File: config.mk
export PLATFORM = sky130hd
export DESIGN_NAME = tt_tbuf_seq
export DESIGN_NICKNAME = d
export VERILOG_FILES = /design/src/rtl/tt_tbuf_seq.sv
export SDC_FILE = /design/constraint.sdc
export NUM_CORES = 1
export LEC_CHECK = 0
export ABC_AREA = 1
export BUFFER_PORTS_ARGS = -buffer_cell sky130_fd_sc_hd__buf_2
export CAP_MARGIN = 40
export CORE_ASPECT_RATIO = 0.9
export CORE_MARGIN = 8
export CORE_UTILIZATION = 40
export CTS_BUF_LIST = sky130_fd_sc_hd__clkbuf_4 sky130_fd_sc_hd__clkbuf_8 sky130_fd_sc_hd__clkbuf_16
export DETAILED_ROUTE_END_ITERATION = 10
export PLACE_DENSITY = 0.7
export RECOVER_POWER = 100
export SLEW_MARGIN = 20
export SYNTH_ARGS = -nofsm -noshare
export SYNTH_HDL_FRONTEND = slang
export SYNTH_SLANG_ARGS = --single-unit
File: constraint.sdc
create_clock -name clk -period 1.9 [get_ports clk]
set_input_delay 0.095 -clock clk [delete_from_list [all_inputs] [get_ports clk]]
set_output_delay 0.095 -clock clk [all_outputs]
set_load 0.05 [all_outputs]
File: src/rtl/tt_tbuf_seq.sv
`default_nettype none
// ============================================================================
// Module      : tt_tbuf_seq
// Description : Break-before-make enable sequencer for N_CH tristate drivers
//               sharing one net; at most one enable active, with a
//               programmable all-off dead time on every ownership change.
// Revision    : 1.0 - initial release
// ============================================================================
module tt_tbuf_seq #(
    parameter int N_CH        = 4,
    parameter int SEL_W       = $clog2(N_CH),
    parameter int DEAD_CYCLES = 2,
    parameter bit EN_POL      = 1'b0
) (
    input  logic              clk,
    input  logic              rst,
    input  logic              req_valid,
    input  logic [SEL_W-1:0]  req_sel,
    input  logic              req_off,
    output logic              req_ready,
    output logic              req_err,
    output logic [N_CH-1:0]   t,
    output logic [N_CH-1:0]   tx,
    output logic              active_vld,
    output logic [SEL_W-1:0]  active_sel,
    output logic              busy
);

    localparam logic [1:0] S_IDLE  = 2'd0;
    localparam logic [1:0] S_DRIVE = 2'd1;
    localparam logic [1:0] S_DEAD  = 2'd2;

    localparam logic [SEL_W:0]  c_n_ch = (SEL_W+1)'(N_CH);
    localparam logic [3:0]      c_dead = 4'(DEAD_CYCLES);
    localparam logic [N_CH-1:0] c_one  = N_CH'(1);

    logic [1:0]       r_state;
    logic [N_CH-1:0]  r_t;
    logic [SEL_W-1:0] r_active_sel;
    logic             r_active_vld;
    logic             r_busy;
    logic             r_req_err;
    logic [3:0]       r_cnt;
    logic [SEL_W-1:0] r_pend_sel;
    logic             r_pend_none;

    logic [1:0]       w_state_nxt;
    logic [N_CH-1:0]  w_t_nxt;
    logic [SEL_W-1:0] w_active_sel_nxt;
    logic             w_req_err_nxt;
    logic [3:0]       w_cnt_nxt;
    logic [SEL_W-1:0] w_pend_sel_nxt;
    logic             w_pend_none_nxt;
    logic             w_accept;
    logic             w_sel_bad;

    assign req_ready = ~rst & (r_state != S_DEAD);
    assign w_accept  = req_valid & req_ready;
    // Only reachable when N_CH is not a power of two.
    assign w_sel_bad = ({1'b0, req_sel} >= c_n_ch);

    always_comb begin
        w_state_nxt      = r_state;
        w_t_nxt          = r_t;
        w_active_sel_nxt = r_active_sel;
        w_req_err_nxt    = 1'b0;
        w_cnt_nxt        = r_cnt;
        w_pend_sel_nxt   = r_pend_sel;
        w_pend_none_nxt  = r_pend_none;
        case (r_state)
            S_IDLE: begin
                if (w_accept && !req_off) begin
                    if (w_sel_bad) begin
                        w_req_err_nxt = 1'b1;
                    end else begin
                        w_state_nxt      = S_DRIVE;
                        w_t_nxt          = c_one << req_sel;
                        w_active_sel_nxt = req_sel;
                    end
                end
            end
            S_DRIVE: begin
                if (w_accept) begin
                    if (req_off) begin
                        w_t_nxt         = '0;
                        w_pend_none_nxt = 1'b1;
                        w_cnt_nxt       = c_dead;
                        w_state_nxt     = S_DEAD;
                    end else if (w_sel_bad) begin
                        w_req_err_nxt = 1'b1;
                    end else if (req_sel != r_active_sel) begin
                        w_t_nxt         = '0;
                        w_pend_sel_nxt  = req_sel;
                        w_pend_none_nxt = 1'b0;
                        w_cnt_nxt       = c_dead;
                        w_state_nxt     = S_DEAD;
                    end
                end
            end
            S_DEAD: begin
                // Counter holds the number of dead cycles left including this one.
                if (r_cnt <= 4'd1) begin
                    w_cnt_nxt = 4'd0;
                    if (r_pend_none) begin
                        w_state_nxt = S_IDLE;
                    end else begin
                        w_state_nxt      = S_DRIVE;
                        w_t_nxt          = c_one << r_pend_sel;
                        w_active_sel_nxt = r_pend_sel;
                    end
                end else begin
                    w_cnt_nxt = r_cnt - 4'd1;
                end
            end
            default: begin
                w_state_nxt = S_IDLE;
                w_t_nxt     = '0;
            end
        endcase
    end

    always_ff @(posedge clk) begin
        if (rst) begin
            r_state      <= S_IDLE;
            r_t          <= '0;
            r_active_sel <= '0;
            r_active_vld <= 1'b0;
            r_busy       <= 1'b0;
            r_req_err    <= 1'b0;
            r_cnt        <= 4'd0;
            r_pend_sel   <= '0;
            r_pend_none  <= 1'b0;
        end else begin
            r_state      <= w_state_nxt;
            r_t          <= w_t_nxt;
            r_active_sel <= w_active_sel_nxt;
            r_active_vld <= (w_state_nxt == S_DRIVE);
            r_busy       <= (w_state_nxt == S_DEAD);
            r_req_err    <= w_req_err_nxt;
            r_cnt        <= w_cnt_nxt;
            r_pend_sel   <= w_pend_sel_nxt;
            r_pend_none  <= w_pend_none_nxt;
        end
    end

    assign t          = r_t;
    assign active_sel = r_active_sel;
    assign active_vld = r_active_vld;
    assign busy       = r_busy;
    assign req_err    = r_req_err;

    generate
        if (EN_POL) begin : g_pol_high
            assign tx = r_t;
        end else begin : g_pol_low
            assign tx = ~r_t;
        end
    endgenerate

endmodule
`default_nettype wire

### Word level (Yosys, flattened, before mapping)

Index checks and enable logic that the tools add are counted.
W data, S select, Z words.

* bits in registers: 17
* bits of input ports: 6
* output and inout port bits: 14
* logic and storage cells: 64

* $add $sub $neg: 1
* magnitude comparators: 1
* eq/ne operators: 11
* shift operators: 2
* multiplexer cells: 25
* bitwise gates (word level): 5
* reduce and logical (&&, ||, !) cells: 11

Operator list (number)
* $mux W4: 10
* $mux W2: 8
* $pmux W4 S3: 1
* $ne A2 B2 Y1 const B: 5
* $pmux W4 S2: 1
* $reduce_and A4 Y1: 2
* $shl A1 B2 Y4 const A: 2
* $pmux W2 S3: 1
* $reduce_and A3 Y1: 2
* $reduce_bool A2 Y1: 3
* $reduce_and A5 Y1: 1
* $eq A2 B1 Y1 const B: 2
* $eq A2 B2 Y1 const B: 2
* $le A4 B1 Y1 const B: 1
* $not A4 Y4: 1
* $pmux W2 S2: 1
* $sub A4 B1 Y4 const B: 1
* $mux W1: 3
* $ne A3 B3 Y1 const B: 1
* $and A1 B1 Y1: 2
* $logic_not A2 Y1: 1
* $ne A2 B2 Y1: 1
* $not A1 Y1: 2
* $logic_and A1 B1 Y1: 1
* $logic_not A1 Y1: 1

### Depth between registers and ports, before layout

* depth after elaboration: 7
* gate-level depth with buffers: 11
* mapped depth without buffers: 11

### Worst setup path before layout

Ideal clock, no wire load.

* path kind: reg-to-reg
* start: register r_active_sel[0] (netlist: active_sel[0])
* end: register r_t[0] (netlist: t[0])
* library setup time: 0.117 ns
* data arrival time: 1.334 ns
* data required time: 1.783 ns
* path slack: 0.449 ns
* cell stages (with the launch flop): 7
* path buffers: 0
* clock period less this slack: 1.451 ns
* cell sequence: dfxtp_1 xnor2_1 nand3_1 nand2_1 nand2_2 a21oi_1 nor2_1

* longest elaborated chain between the ends: 3

RTL lines
* from (decl): line 39 `logic [SEL_W-1:0] r_active_sel;`
* from (signal assigned): line 136 `r_active_sel <= w_active_sel_nxt;`
* $ne A2 B2 Y1: line 91 `end else if (req_sel != r_active_sel) begin`
* $ne A3 B3 Y1 (no line)
* $reduce_and A5 Y1 (no line)
* to (signal assigned): line 135 `r_t <= w_t_nxt;`
* to (decl): line 38 `logic [N_CH-1:0] r_t;`

Every way passes these cells.
A chain may end at the register's enable or synchronous reset.

### Worst setup path after layout

* start: register r_cnt[0]
* end: register r_t[2] (netlist: t[2])

* longest elaborated chain between the ends: 3

RTL lines
* from (decl): line 43 `logic [3:0] r_cnt;`
* from (signal assigned): line 140 `r_cnt <= w_cnt_nxt;`
* $le A4 B1 Y1: line 102 `if (r_cnt <= 4'd1) begin`
* $ne A2 B2 Y1 (no line)
* $reduce_and A5 Y1 (no line)

Every way passes these cells.

==> results.py <==
metrics = {
    "floorplan": {
        "die_area_um2": 4150,
        "coreArea_um2": 2200,
        "num_rows": 16,
        "start_util_pct": 42.6,
        "io_pins": 20,
        "die_h_um": 62.0,
        "chipWidth_um": 67.1,
    },
    "yosys": {
        "seq_area_frac_synth_pct": 36.3,
        "syn-cell-area_um2": 938,
        "synth-seq-cells": 17,
        "synthTopCellsByArea": "dfxtp_1 36%, nand2_1 10%, a21oi_1 9.6%",
        "synth.cells.most_frequent": "25 x nand2_1, 20 x inv_1, 18 x a21oi_1",
        "synth_cells": 135,
        "synth_nets": 143,
        "synth_most_common_cell": "nand2_1",
        "synth_edf_count": 0,
        "synthDistinctLibCells": 25,
        "synth_top_area_cell": "dfxtp_1",
        "syn_avg_cell_area_um2": 6.95,
        "synth.top_cell.area_share_pct": 36.3,
        "ys.flop_type": "dfxtp_1",
        "synth-warning-count": 0,
        "async_flop_share_pct": 0,
    },
    "finish": {
        "syn_to_final_growth_pct": 9.73,
        "postLayoutCellArea_um2": 1030,
        "fin_cells": 181,
        "fillers": 246,
        "nets": 163,
        "fin_util_pct": 46.8,
        "antenna_cells": 0,
        "drive_gt1_share_pct": 11.7,
    },
    "critical_path": {
        "r2r_cells": 11,
        "r2r_slack_ns": 0.24,
        "cp_data_arrival_time_ns": 1.85,
        "critPathCaptureType": "flop",
        "r2r-end": "t[2]$_SDFFE_PP0P_",
        "worstSetupPathType": "reg -> reg",
        "crit_fanout": 8,
        "rr_startpoint": "r_cnt[0]$_SDFFE_PP0P_",
        "startpoint_type": "flop",
        "crit_required_ns": 2.09,
    },
    "cts": {
        "clock_latency_ns": 0.29,
        "numCtsBuffers": 3,
        "cts_sinks": 17,
        "cts_setup_buffers": 0,
        "cts_tree": "yes",
        "cts_resized": 0,
        "cts-root-buf": "clkbuf_4",
        "clk_pin_slew_worst_paths_ns": 0.11,
        "clockBufferDepth": 2,
        "htreeDepth": 1,
        "ctsHoldBuffers": 0,
    },
    "power": {
        "power_density_nw_per_um2": 772,
        "p_leak_uw": 0.000461,
        "ir_drop_v": 0.000409,
    },
    "placed_design": {
        "place_congestion": 0.837,
        "hpwl_um": 1550,
        "dpl_cell_area_um2": 1030,
        "dpl.cell_count": 177,
        "portBuffers": 18,
    },
    "timing": {
        "setup_violations": 0,
        "timing.final.max_slew_violations": 0,
        "rsz0062_at_grt": "false",
        "max_freq_ghz": 0.603,
        "fin_crit_ns": 1.66,
        "hold_viol": 0,
        "slew-limit-headroom_pct": 59.8,
        "finalClockSkew_ns": 0.00654,
        "timing.final.crit_share_pct": 87.3,
        "worst_pin_slew_ns": 0.605,
        "setup_tns_ns": 0,
    },
    "route": {
        "wl_per_cell_um": 11.4,
        "route.antenna.remaining_nets": 0,
        "wirelength_um": 2060,
        "vias": 863,
        "drt_iter0_drc": 21,
        "dr.pass1.iters": 4,
        "viasPerCell": 4.77,
        "drc_errors": 0,
    },
    "global_route": {
        "grt_overflow": 0,
        "grt_usage_pct": 10.8,
        "antenna_found_initial": 0,
        "grt_pass1_wl_um": 3510,
        "grt_max_degree": 12,
        "grt_pass1_vias": 810,
    },
    "hold_path": {
        "holdPathStages": 2,
        "min_from": "rst",
        "hold_end": "r_cnt[3]$_SDFFE_PP0P_",
        "hold_class": "in -> reg",
    },
    "job": {
        "cap_violations": 0,
    },
    "run_status": {
        "status": "finished, final reports clean",
    },
}
==> per-stage QoR <==
step / hold WS, ns / setup WS (ns) / total power, uW
floorplan: 0.287 / 0.449 / 558
global placement: 0.408 / 0.455 / 594
detailed placement: 0.411 / 0.359 / 597
CTS: 0.0967 / 0.339 / 808
global route: 0.111 / 0.0938 / 830
finish: 0.0911 / 0.241 / 795
==> report_power, final <==
part	switching [uW]	internal (uW)
logic	153	44.8
clock network	118	95.9
registers	10.3	372
==> flip-flops by register name (all words and copies together), names as in the netlist <==
register     cells
r_pend_sel       2
r_cnt            4
busy             1
r_pend_none      1
active_sel       2
active_vld       1
r_state          2
t                4
==> per-layer routing <==
metal,track usage [%],part of all wire (%),up-vias
li1,-,-,465
met1,14.5,49,365
met2,16.3,43,25
met3,2.15,6.6,8
met4,5.06,2.0,0
met5,0,0,-
==> cell families after synthesis <==
logic type                 Yosys count  share of synthesized area (%)
and+or+nand+nor                     56                           28.5
buffers and inverters               29                           13.9
AOI/OAI and AO/OA                   28                           16.4
DFF                                 17                           36.3
xor gates and xnor gates             2                           1.87
adders and majority gates            2                           2.67
other                                1                          0.400
==> how the worst max path moves through the flow <==
stage                               startpoint                 to  depth (start not counted)
CTS                      r_cnt[0]$_SDFFE_PP0P_  t[2]$_SDFFE_PP0P_                         11
finish                   r_cnt[0]$_SDFFE_PP0P_  t[2]$_SDFFE_PP0P_                         11
floorplan           active_sel[0]$_SDFFE_PP0P_  t[0]$_SDFFE_PP0P_                          6
global placement         r_cnt[0]$_SDFFE_PP0P_  t[2]$_SDFFE_PP0P_                         11
detailed placement       r_cnt[0]$_SDFFE_PP0P_  t[2]$_SDFFE_PP0P_                         11
global route             r_cnt[0]$_SDFFE_PP0P_  t[2]$_SDFFE_PP0P_                         11
==> area by class of cell <==
type / count / area, um2 / share of cell area [%]
clock buffers: 4 / 30.0 / 2.92
multi-input cells: 89 / 452 / 43.9
well taps: 27 / 33.8 / 3.28
inverters: 26 / 100 / 9.72
repair buffers: 18 / 73.8 / 7.17
flip-flops and latches: 17 / 340 / 33.0
==> critical path, cell delays in order (launching register included) <==
cell,delay (ns)
dfxtp_1,0.34
inv_1,0.10
ha_1,0.18
inv_1,0.06
nand2_1,0.05
nand2_1,0.09
nand2_1,0.19
nand2_2,0.10
a21oi_4,0.22
nand3_1,0.11
nand2_1,0.07
nor2_1,0.03
==> layout by cell type, fill, tap and decap left out, types with 2 or more instances in the layout <==
| cell | count |
|---|---|
| nand2_1 | 26 |
| clkbuf_4 | 4 |
| a21oi_1 | 18 |
| o21ai_1 | 2 |
| nand3_1 | 12 |
| o21ai_0 | 6 |
| nand4_1 | 2 |
| dfxtp_1 | 17 |
| inv_2 | 3 |
| buf_2 | 5 |
| ha_1 | 2 |
| nor3_1 | 2 |
| inv_1 | 22 |
| nor2_1 | 10 |
| nand2_2 | 2 |
| clkbuf_1 | 13 |
(Power assumes the default switching activity.)
